==> src/rtl/cpu_pkg.sv <==
// Shared encodings for the RV32 pipeline: ALU codes, ALUOp classes, forwarding
// selects and control-bundle bit positions.
package cpu_pkg;

  localparam int XLEN = 32;

  typedef enum logic [2:0] {
    ALU_AND  = 3'b000,
    ALU_XOR  = 3'b001,
    ALU_SLL  = 3'b010,
    ALU_ADD  = 3'b011,
    ALU_SUB  = 3'b100,
    ALU_MUL  = 3'b101,
    ALU_ADDI = 3'b110,
    ALU_SRAI = 3'b111
  } alu_ctrl_e;

  typedef enum logic [1:0] {
    ALUOP_MEM    = 2'b00,
    ALUOP_BRANCH = 2'b01,
    ALUOP_R      = 2'b10,
    ALUOP_I      = 2'b11
  } alu_op_e;

  typedef enum logic [1:0] {
    FWD_RF    = 2'b00,
    FWD_MEMWB = 2'b01,
    FWD_EXMEM = 2'b10
  } fwd_sel_e;

  // Positions within ctrl_i = {RegWrite, MemtoReg, MemRead, MemWrite, ALUSrc, ALUOp[1:0]}
  localparam int CTRL_REGWRITE = 6;
  localparam int CTRL_ALUSRC   = 2;
  localparam int CTRL_ALUOP_HI = 1;

  // Positions within the registered bundle {RegWrite, MemtoReg, MemRead, MemWrite, ALUSrc}
  localparam int EXC_MEMREAD = 2;
  localparam int EXC_ALUSRC  = 0;

  typedef struct packed {
    logic [XLEN-1:0] rs1_data;
    logic [XLEN-1:0] rs2_data;
    logic [XLEN-1:0] imm;
    logic [4:0]      rs1_addr;
    logic [4:0]      rs2_addr;
    logic [4:0]      rd_addr;
    logic [4:0]      ctrl;
    logic [2:0]      alu_ctrl;
  } id_ex_t;

  // EX/MEM has priority; x0 is never a forwarding target.
  function automatic fwd_sel_e fwd_select(input logic [4:0] rs,
                                          input logic       exmem_rw,
                                          input logic [4:0] exmem_rd,
                                          input logic       memwb_rw,
                                          input logic [4:0] memwb_rd);
    if (exmem_rw && exmem_rd != 5'd0 && exmem_rd == rs)
      return FWD_EXMEM;
    else if (memwb_rw && memwb_rd != 5'd0 && memwb_rd == rs)
      return FWD_MEMWB;
    else
      return FWD_RF;
  endfunction

endpackage

==> src/rtl/alu_control.sv <==
// Combinational {ALUOp, funct7, funct3} -> 3-bit ALU control decoder.
module alu_control
  import cpu_pkg::*;
(
  input  logic [1:0] alu_op_i,
  input  logic [9:0] funct_i,
  output logic [2:0] alu_ctrl_o
);

  always_comb begin
    alu_ctrl_o = ALU_ADD;
    case (alu_op_i)
      ALUOP_R: begin
        case (funct_i)
          10'b0000000_111: alu_ctrl_o = ALU_AND;
          10'b0000000_100: alu_ctrl_o = ALU_XOR;
          10'b0000000_001: alu_ctrl_o = ALU_SLL;
          10'b0000000_000: alu_ctrl_o = ALU_ADD;
          10'b0100000_000: alu_ctrl_o = ALU_SUB;
          10'b0000001_000: alu_ctrl_o = ALU_MUL;
          default:         alu_ctrl_o = ALU_ADD;
        endcase
      end
      // I-type: funct7 is don't-care, the shift amount travels in the immediate
      ALUOP_I: begin
        case (funct_i[2:0])
          3'b000:  alu_ctrl_o = ALU_ADDI;
          3'b101:  alu_ctrl_o = ALU_SRAI;
          default: alu_ctrl_o = ALU_ADD;
        endcase
      end
      default: alu_ctrl_o = ALU_ADD;
    endcase
  end

endmodule

==> src/rtl/id_ex_stage.sv <==
// ID/EX pipeline register with ALU-control decode, EX/MEM and MEM/WB operand
// forwarding, and load-use hazard detection (bubble insertion).
module id_ex_stage
  import cpu_pkg::*;
(
  input  logic            clk_i,
  input  logic            rst_i,
  input  logic            stall_i,
  input  logic            flush_i,
  input  logic [XLEN-1:0] RS1data_i,
  input  logic [XLEN-1:0] RS2data_i,
  input  logic [XLEN-1:0] imm_i,
  input  logic [4:0]      RS1addr_i,
  input  logic [4:0]      RS2addr_i,
  input  logic [4:0]      RDaddr_i,
  input  logic [6:0]      ctrl_i,
  input  logic [9:0]      funct_i,
  input  logic            EXMEM_RegWrite_i,
  input  logic [4:0]      EXMEM_RDaddr_i,
  input  logic [XLEN-1:0] EXMEM_data_i,
  input  logic            MEMWB_RegWrite_i,
  input  logic [4:0]      MEMWB_RDaddr_i,
  input  logic [XLEN-1:0] MEMWB_data_i,
  output logic [XLEN-1:0] data1_o,
  output logic [XLEN-1:0] data2_o,
  output logic [2:0]      ALUCtrl_o,
  output logic [XLEN-1:0] store_data_o,
  output logic [4:0]      RDaddr_o,
  output logic [3:0]      ctrl_o,
  output logic            hazard_o
);

  id_ex_t     idex_q, idex_d;
  logic [2:0] alu_ctrl_dec;
  fwd_sel_e   fwd_a, fwd_b;
  logic [XLEN-1:0] rs2_fwd;

  alu_control u_alu_control (
    .alu_op_i   (ctrl_i[CTRL_ALUOP_HI -: 2]),
    .funct_i    (funct_i),
    .alu_ctrl_o (alu_ctrl_dec)
  );

  assign hazard_o = idex_q.ctrl[EXC_MEMREAD] && (idex_q.rd_addr != 5'd0) &&
                    ((idex_q.rd_addr == RS1addr_i) || (idex_q.rd_addr == RS2addr_i));

  // Stall outranks the bubble so a pending load-use hazard survives a memory wait.
  always_comb begin
    idex_d = idex_q;
    if (!stall_i) begin
      if (flush_i || hazard_o) begin
        idex_d = '0;
      end else begin
        idex_d.rs1_data = RS1data_i;
        idex_d.rs2_data = RS2data_i;
        idex_d.imm      = imm_i;
        idex_d.rs1_addr = RS1addr_i;
        idex_d.rs2_addr = RS2addr_i;
        idex_d.rd_addr  = RDaddr_i;
        idex_d.ctrl     = ctrl_i[CTRL_REGWRITE:CTRL_ALUSRC];
        idex_d.alu_ctrl = alu_ctrl_dec;
      end
    end
  end

  always_ff @(posedge clk_i) begin
    if (rst_i) idex_q <= '0;
    else       idex_q <= idex_d;
  end

  always_comb begin
    fwd_a = fwd_select(idex_q.rs1_addr, EXMEM_RegWrite_i, EXMEM_RDaddr_i,
                       MEMWB_RegWrite_i, MEMWB_RDaddr_i);
    fwd_b = fwd_select(idex_q.rs2_addr, EXMEM_RegWrite_i, EXMEM_RDaddr_i,
                       MEMWB_RegWrite_i, MEMWB_RDaddr_i);

    case (fwd_a)
      FWD_EXMEM: data1_o = EXMEM_data_i;
      FWD_MEMWB: data1_o = MEMWB_data_i;
      default:   data1_o = idex_q.rs1_data;
    endcase

    case (fwd_b)
      FWD_EXMEM: rs2_fwd = EXMEM_data_i;
      FWD_MEMWB: rs2_fwd = MEMWB_data_i;
      default:   rs2_fwd = idex_q.rs2_data;
    endcase
  end

  assign data2_o      = idex_q.ctrl[EXC_ALUSRC] ? idex_q.imm : rs2_fwd;
  assign store_data_o = rs2_fwd;
  assign ALUCtrl_o    = idex_q.alu_ctrl;
  assign RDaddr_o     = idex_q.rd_addr;
  assign ctrl_o       = idex_q.ctrl[4:1];

endmodule

==> config.mk <==
export PLATFORM = sky130hd
export DESIGN_NAME = id_ex_stage
export DESIGN_NICKNAME = d
export VERILOG_FILES = /design/src/rtl/cpu_pkg.sv /design/src/rtl/alu_control.sv /design/src/rtl/id_ex_stage.sv
export SDC_FILE = /design/constraint.sdc
export NUM_CORES = 1
export LEC_CHECK = 0
export ABC_AREA = 1
export CORE_MARGIN = 5
export CORE_UTILIZATION = 37
export DETAILED_ROUTE_END_ITERATION = 7
export GPL_ROUTABILITY_DRIVEN = 0
export HOLD_SLACK_MARGIN = 0.08
export PLACE_DENSITY_LB_ADDON = 0.3
export SETUP_SLACK_MARGIN = 0.05
export SYNTH_ARGS = -nofsm -noshare
export SYNTH_HDL_FRONTEND = slang
export SYNTH_SLANG_ARGS = --single-unit
==> constraint.sdc <==
create_clock -name clk_i -period 1.9 [get_ports clk_i]
set_input_delay 0.19 -clock clk_i [delete_from_list [all_inputs] [get_ports clk_i]]
set_output_delay 0.19 -clock clk_i [all_outputs]
set_load 0.1 [all_outputs]
==> results by group, run 1 <==
Detailed routing
  – Routed Antenna Nets: 0
  – Vias per Instance: approximately 6.1
  – DRC violations left: 0
  – Drt initial violations: 1,221
  – WL/cell: roughly 26 um
  – Via total after detailed routing: 10,405
  – Drt first pass iters: 7
  – Final wirelength: 43,700 um

Status
  – Violated checks: setup timing
  – Outcome: finished with violations

Min path
  – Hold Path End: idex_q[91]
  – Hold path depth: 3
  – Hold Crit Start: stall_i
  – Min-Delay Path Class: in -> reg

Synthesis
  – Synth unique cells: 20
  – Syn Nets: ~1,300
  – Most frequently used flop master after synthesis: dfxtp_1
  – Async S/R FF share, synth: 0
  – Mapped cell area: roughly 7000 um^2
  – Synth area leader: dfxtp_1
  – Post-Synthesis Cells: roughly 1,100
  – Area contributors post-synth: dfxtp_1, nand2_1, nand3_1, nand4_1, a21oi_1
  – Seq/Total Area, Yosys: 0.342
  – Avg Inst Size Synth: 6.29 um^2
  – Post-synth top area share: 0.342
  – Synthesized flop and latch total: ~120
  – Synth warnings: 0
  – Number of flops mapped to enable cells by yosys: 0

STA
  – Slew headroom: 0.604
  – RSZ-0062 raised after global routing: yes
  – Final Hold Fails: 0
  – PnR worst setup slack: -604 ps
  – Worst hold slack: roughly 180 ps
  – Fmax: around 400 MHz
  – Final setup viols: 97
  – Setup TNS: -47,950 ps
  – Clock Skews: between 8 and 9 ps
  – Final period util: 1.32
  – Minimum clock period: about 2500 ps
  – Worst-Margin Slew: ~590 ps
  – Fin. max-slew vios: 0

Placement
  – Placed Cells incl. Taps: 1,625
  – Placed wire-length estimate: around 25,000 um
  – Post-placement cell area: between 10,000 and 15,000 um^2
  – Dpl ws: -492 ps
  – PortBufs: 316

Global route
  – Initial antenna violation count: 8
  – GRT Overall Usage: 0.323
  – Largest net degree at the start of global routing: between 100 and 150
  – First-pass GRT wire length: 55,100 um
  – GRT overflow: 0
  – Vias in the first global route: 9,913

Clock network
  – Clock Latency Late Sink: roughly 440 ps
  – CTS Hold Bufs: 0
  – Clock Path Buffers: 2
  – TritonCTS Buffers: 17
  – Htree depth: 4
  – Root Driver: clkbuf_16
  – Clock Pin Slew Worst Setup and Hold Paths: 60 ps
  – Clock sink total: about 120
  – CTS tree: built

Worst setup path
  – Setup crit end kind: output port
  – RR Endpoint: idex_q[28]
  – Crit path max-delay family: buffers and inverters
  – Crit path largest cell delay: roughly 340 ps
  – Worst-path cell chain: xor2_2, buf_4, nor3_4, buf_12, buf_12, nand3_1, nand3_4, nand2_4, nand2_8, buf_12
  – FF-to-FF Start: RDaddr_o[2]
  – Setup CP Type: reg -> out
  – Worst r2r path cells: 9
  – Maximum fanout along the worst path: 11
  – FF-to-FF setup slack: 0 ps
  – CP max stage cell: dfxtp_2
  – Top cell by count, worst path: buf_12
  – Critical Path RT: 1710 ps
  – WP buf/inv: 4
  – Startpoint Class: flop
  – CP arrival: 2310 ps

Finish
  – P&R area growth vs syn: 127%
  – Multi-input combinational cell area: 6590 um^2
  – Final Util: 0.850
  – Non-Filler Instances: approximately 1,700
  – Post-route cell area: roughly 16,000 um^2
  – Fill cells: between 900 and 1,000
  – Share of layout cells above drive strength 1: 0.413
  – Register area: ~2400 um^2
  – Final net count: approximately 1,700

Power and ir drop
  – Pwr/cell area: about 590 nW/um^2
  – Final Power: slightly above 9 mW
  – Leakage Power: ~6.5 nW
  – Maximum vdd drop: 0.686 mV

Flow run
  – Max cap viols: 0

Die
  – Initial Utilization: 0.374
  – Core box area: around 19,000 um^2
  – Row cnt: 50
  – Die height: ~150 um
  – Die area: approximately 22,000 um^2
  – Die Width: around 150 um
  – Top Ports: between 300 and 400
worst min-delay path: stages:
cell and delay, ps:
buf_4 220, nand2_1 90, a21oi_1 50
cells in the final DEF, fill, tap and decap left out, drive strengths merged, types with 3 or more instances in the layout:
cell type | Yosys | routed
buf | 54 | 222
xor2 | 8 | 8
nand2 | 368 | 368
bufinv | 0 | 3
clkinv | 0 | 7
nand3 | 168 | 168
nand4 | 120 | 120
nor2 | 33 | 33
inv | 42 | 41
diode | 0 | 6
nor3 | 5 | 5
clkinvlp | 0 | 3
dfxtp | 119 | 119
clkdlybuf4s50 | 0 | 198
xnor2 | 11 | 11
dlygate4sd2 | 0 | 6
clkbuf | 58 | 30
a21oi | 120 | 120
Yosys cell counts (2+ instances only):
library cell,count
a21oi_1,120
buf_1,14
buf_2,24
buf_4,16
clkbuf_1,58
dfxtp_1,119
inv_1,35
inv_2,7
nand2_1,368
nand3_1,168
nand4_1,120
nor2_1,32
nor3_1,3
o21ai_0,2
xnor2_1,11
xor2_1,8
sequential cells by signal, summed over array words and instances (netlist names):
register   flops
ALUCtrl_o      3
RDaddr_o       5
idex_q       107
ctrl_o         4
layout make-up:
| class | instances | area share |
|---|---|---|
| repair buffers | 437 | 0.362 |
| multi-input cells | 836 | 0.416 |
| flip-flops and latches | 119 | 0.153 |
| clock inverters | 12 | 0.00956 |
| clock buffers | 20 | 0.0288 |
| well taps | 234 | 0.0185 |
| inverters | 42 | 0.0111 |
| diodes | 6 | 0.000948 |
metal layers:
| layer | vias up | routed length (um) | GRT usage |
|---|---|---|---|
| li1 | 4475 | - | - |
| met1 | 4906 | 14500 | 0.363 |
| met2 | 776 | 21000 | 0.546 |
| met3 | 244 | 4510 | 0.0873 |
| met4 | 4 | 3640 | 0.198 |
| met5 | - | 26 | 0 |
where the power goes:
part | internal, mW | total (mW) | leakage, nW | switching (mW)
clock network | 2.13 | 3.40 | 0.296 | 1.28
logic | 1.30 | 3.22 | 5.27 | 1.92
registers | 2.59 | 2.68 | 0.979 | 0.0950
kinds of logic after synthesis:
group | after synthesis | share of synthesized area
and+or+nand+nor | 695 | 0.451
DFF | 119 | 0.342
AOI/OAI and AO/OA | 122 | 0.0875
xor gates and xnor gates | 19 | 0.0239
buffers and inverters | 154 | 0.0958
worst max path at each step:
| stage | from | end | slack (ps) | depth (start not counted) |
|---|---|---|---|---|
| finish | idex_q[16] | data2_o[20] | -600 | 10 |
| global route | idex_q[15] | store_data_o[14] | -670 | 11 |
| CTS | idex_q[14] | data2_o[29] | -490 | 11 |
| detailed placement | EXMEM_RDaddr_i[2] | data2_o[4] | -490 | 12 |
| global placement | EXMEM_RDaddr_i[2] | data2_o[7] | -540 | 12 |
| floorplan | idex_q[17] | data2_o[24] | -170 | 9 |
repair_timing:
item	in CTS	in global routing
setup buffers	14	14
endpoints found under the setup margin	97	100
pin swaps	35	49
gates resized for setup	173	196
gates cloned	9	13
No activity file was read; power rests on OpenSTA's default activity.
==> inputs of run 2 (changes only) <==
--- a/config.mk
+++ b/config.mk
@@ -8,11 +8,13 @@
 export ABC_AREA = 1
 export CORE_MARGIN = 5
 export CORE_UTILIZATION = 37
+export CTS_CLUSTER_SIZE = 8
 export DETAILED_ROUTE_END_ITERATION = 7
 export GPL_ROUTABILITY_DRIVEN = 0
 export HOLD_SLACK_MARGIN = 0.08
 export PLACE_DENSITY_LB_ADDON = 0.3
 export SETUP_SLACK_MARGIN = 0.05
+export SLEW_MARGIN = 20
 export SYNTH_ARGS = -nofsm -noshare
 export SYNTH_HDL_FRONTEND = slang
 export SYNTH_SLANG_ARGS = --single-unit
==> results of run 2 <==
Final layout, timing and power as in run 1 (identical DEF).
==> inputs of run 3 (changes only) <==
--- a/config.mk
+++ b/config.mk
@@ -18,3 +18,4 @@
 export SYNTH_ARGS = -nofsm -noshare
 export SYNTH_HDL_FRONTEND = slang
 export SYNTH_SLANG_ARGS = --single-unit
+export TNS_END_PERCENT = 10
==> run 3 against run 2 <==
The run still ends with setup timing left. Clock-buffer cell count fell by 2. Cell count down 1.6%. Maximum frequency rose by 3.6%. Largest power group unchanged. Combinational power shrank 8.7%. Via count fell by 8.7%. Critical endpoint is now store_data_o[14]. Flip-flop and latch count unchanged. Global-route usage down 2.0 points. Critical path type unchanged. Clock skew about the same. Die area stayed put. Critical path depth down 1.
==> results by group, run 3 (synthesized netlist as in run 1, its figures left out) <==
Power and ir drop
  – Final Power: 8.92 mW (-4.1%)
  – Maximum vdd drop: 0.623 mV (-9.1%)
  – Sequential power share: 0.299 (+0.011)
  – Psw: 3.13 mW (-5.1%)
  – Clock group share of total power: 0.371 (+0.005)
  – Leakage Power: 5.87 nW (-10%)
  – Pwr/cell area: 632 nW/um^2 (+7.6%)
  – Gate power share: 0.330 (-0.016)
  – Switching Fraction: 0.350 (-0.00355)
  – Internal power: 5.79 mW (-3.6%)

Die
  – Initial Utilization: 0.374 (unchanged)
  – Die Width: 147 um (unchanged)
  – Top Ports: 317 (unchanged)
  – Row cnt: 50 (unchanged)
  – Core box area: 18,600 um^2 (unchanged)
  – Die height: 147 um (unchanged)
  – Die area: 21,700 um^2 (unchanged)

Finish
  – Max reg flops: 107 (unchanged)
  – Register area: 2400 um^2 (-0.62%)
  – Most frequent cells in the layout: nand2_1, clkdlybuf4s50_1, nand4_1, a21oi_1, buf_12
  – Fill cells: 1,338 (+43%)
  – Commonest non-fill, non-tap cell in the layout: nand2_1
  – Multi-input combinational cell area: 5420 um^2 (-18%)
  – Final net count: 1,634 (-1.6%)
  – P&R area growth vs syn: 102%
  – Largest Register: idex_q
  – Share of layout cells above drive strength 1: 0.334 (-0.0791)

Placement
  – Dpl ws: -499 ps (-6.72 ps)
  – Placed wire-length estimate: 24,000 um (-2.9%)
  – PortBufs: 316 (unchanged)

Clock network
  – Clock Pin Slew Worst Setup and Hold Paths: 60 ps (about the same)
  – Clock sink total: 119 (unchanged)
  – TritonCTS Buffers: 17 (unchanged)
  – Root Driver: clkbuf_16
  – Clock Path Buffers: 2 (unchanged)
  – Htree depth: 4 (unchanged)
  – Clock Latency Late Sink: 420 ps (-20 ps)
  – CTS tree: built

Detailed routing
  – Met2 WL: 17,400 um (-17%)
  – Wl on met1: 12,500 um (-14%)
  – WL/cell: 20.8 um (-19%)
  – Routed Antenna Nets: 0 (unchanged)
  – Final wirelength: 34,900 um (-20%)
  – Drt initial violations: 564 (-54%)
  – Vias per Instance: 5.66 (-7.2%)
  – Top sig layer: met4
  – Via total after detailed routing: 9,495 (-8.7%)
  – Routed wl met3: 3220 um (-29%)
  – DRC violations left: 0 (unchanged)
  – Drt first pass iters: 5 (-2)

STA
  – Minimum clock period: 2420 ps (-86.8 ps)
  – Final setup viols: 97 (unchanged)
  – PnR worst setup slack: -517 ps (+86.8 ps)
  – Fmax: 414 MHz (+3.6%)
  – RSZ-0062 raised after global routing: yes
  – Final period util: 1.27 (-0.0457)
  – Worst-Margin Slew: 496 ps (-98.1 ps)
  – Final Hold Fails: 0 (unchanged)
  – Clock Skews: 8.66 ps (+0.496 ps)
  – Fin. max-slew vios: 0 (unchanged)
  – Slew headroom: 0.669 (+0.0654)

Worst setup path
  – Setup crit end kind: output port
  – Setup CP Type: reg -> out
  – CP arrival: 2230 ps (-80 ps)
  – FF-to-FF Start: RDaddr_o[4]
  – Setup crit start: idex_q[17]
  – Startpoint Class: flop
  – Critical Path RT: 1710 ps (about the same)
  – Maximum fanout along the worst path: 11 (unchanged)

Global route
  – Vias in the first global route: 9,590 (-3.3%)
  – Largest net degree at the start of global routing: 96 (-20%)
  – Initial antenna violation count: 5 (-3)
  – GRT Overall Usage: 0.303 (-0.0204)
  – First-pass GRT wire length: 52,000 um (-5.7%)
  – GRT overflow: 0 (unchanged)

Status
  – Outcome: finished with violations
  – Violated checks: setup timing

Min path
  – Min-Delay Path Class: in -> reg
  – Hold Crit Start: rst_i

Flow run
  – Max cap viols: 0 (unchanged)
-- run 3: stage by stage --
stage          instance area (um^2)  TNS, ps  hold WS (ps)   util  cells
3_3_place_gp                  12700   -33350           446  0.681   1628
2_1_floorplan                  8000    -5200           353      -   1109
4_1_cts                       13700   -39000           215  0.736   1668
3_5_place_dp                  12700   -35790           456  0.681   1628
6_report                      14100   -43580           228  0.757   1678
5_1_grt                       14100   -51640           245  0.757   1678
-- run 3: worst paths after layout --
check | slack [ps] | cells past startpoint | endpoint
worst max-delay path | -520 | 9 | store_data_o[14]
worst min-delay path | 230 | 2 | RDaddr_o[2]
worst max register to register | 200 | 9 | idex_q[61]
worst min register to register | 470 | 2 | idex_q[29]
-- run 3: critical path: stages, from the launching register on --
cell	delay (ps)
dfxtp_2	350
xor2_2	190
nor3_4	210
nand3b_1	150
buf_12	190
clkbuf_16	190
nand3_2	110
nand3_4	100
buf_4	160
buf_12	160
-- run 3: cell type report --
cell class	instances	share of cell area
diodes	5	0.000886
flip-flops and latches	119	0.170
clock buffers	18	0.0311
well taps	234	0.0207
multi-input cells	836	0.384
inverters	42	0.0115
clock inverters	14	0.0115
repair buffers	410	0.370
-- run 3: what timing repair did --
item / CTS / global route
hold buffers: 0 / 0
endpoints found under the setup margin: 97 / 98
gates resized for setup: 68 / 64
setup buffers: 5 / 2
pin swaps: 5 / 9
gates cloned: 3 / 4
-- run 3: power by group through the flow --
stage / logic, mW / registers (mW) / clock network [mW]
floorplan: 1.54 / 2.69 / 0
global placement: 2.81 / 2.71 / 0
detailed placement: 2.83 / 2.71 / 0
CTS: 2.89 / 2.66 / 3.35
global route: 3.05 / 2.67 / 3.46
finish: 2.94 / 2.67 / 3.31
-- run 3: metal layers --
| metal | GRT usage | up-vias |
|---|---|---|
| met1 | 0.340 | 4469 |
| met4 | 0.165 | 0 |
| met3 | 0.0811 | 106 |
| li1 | - | 4401 |
| met5 | 0 | - |
| met2 | 0.522 | 519 |
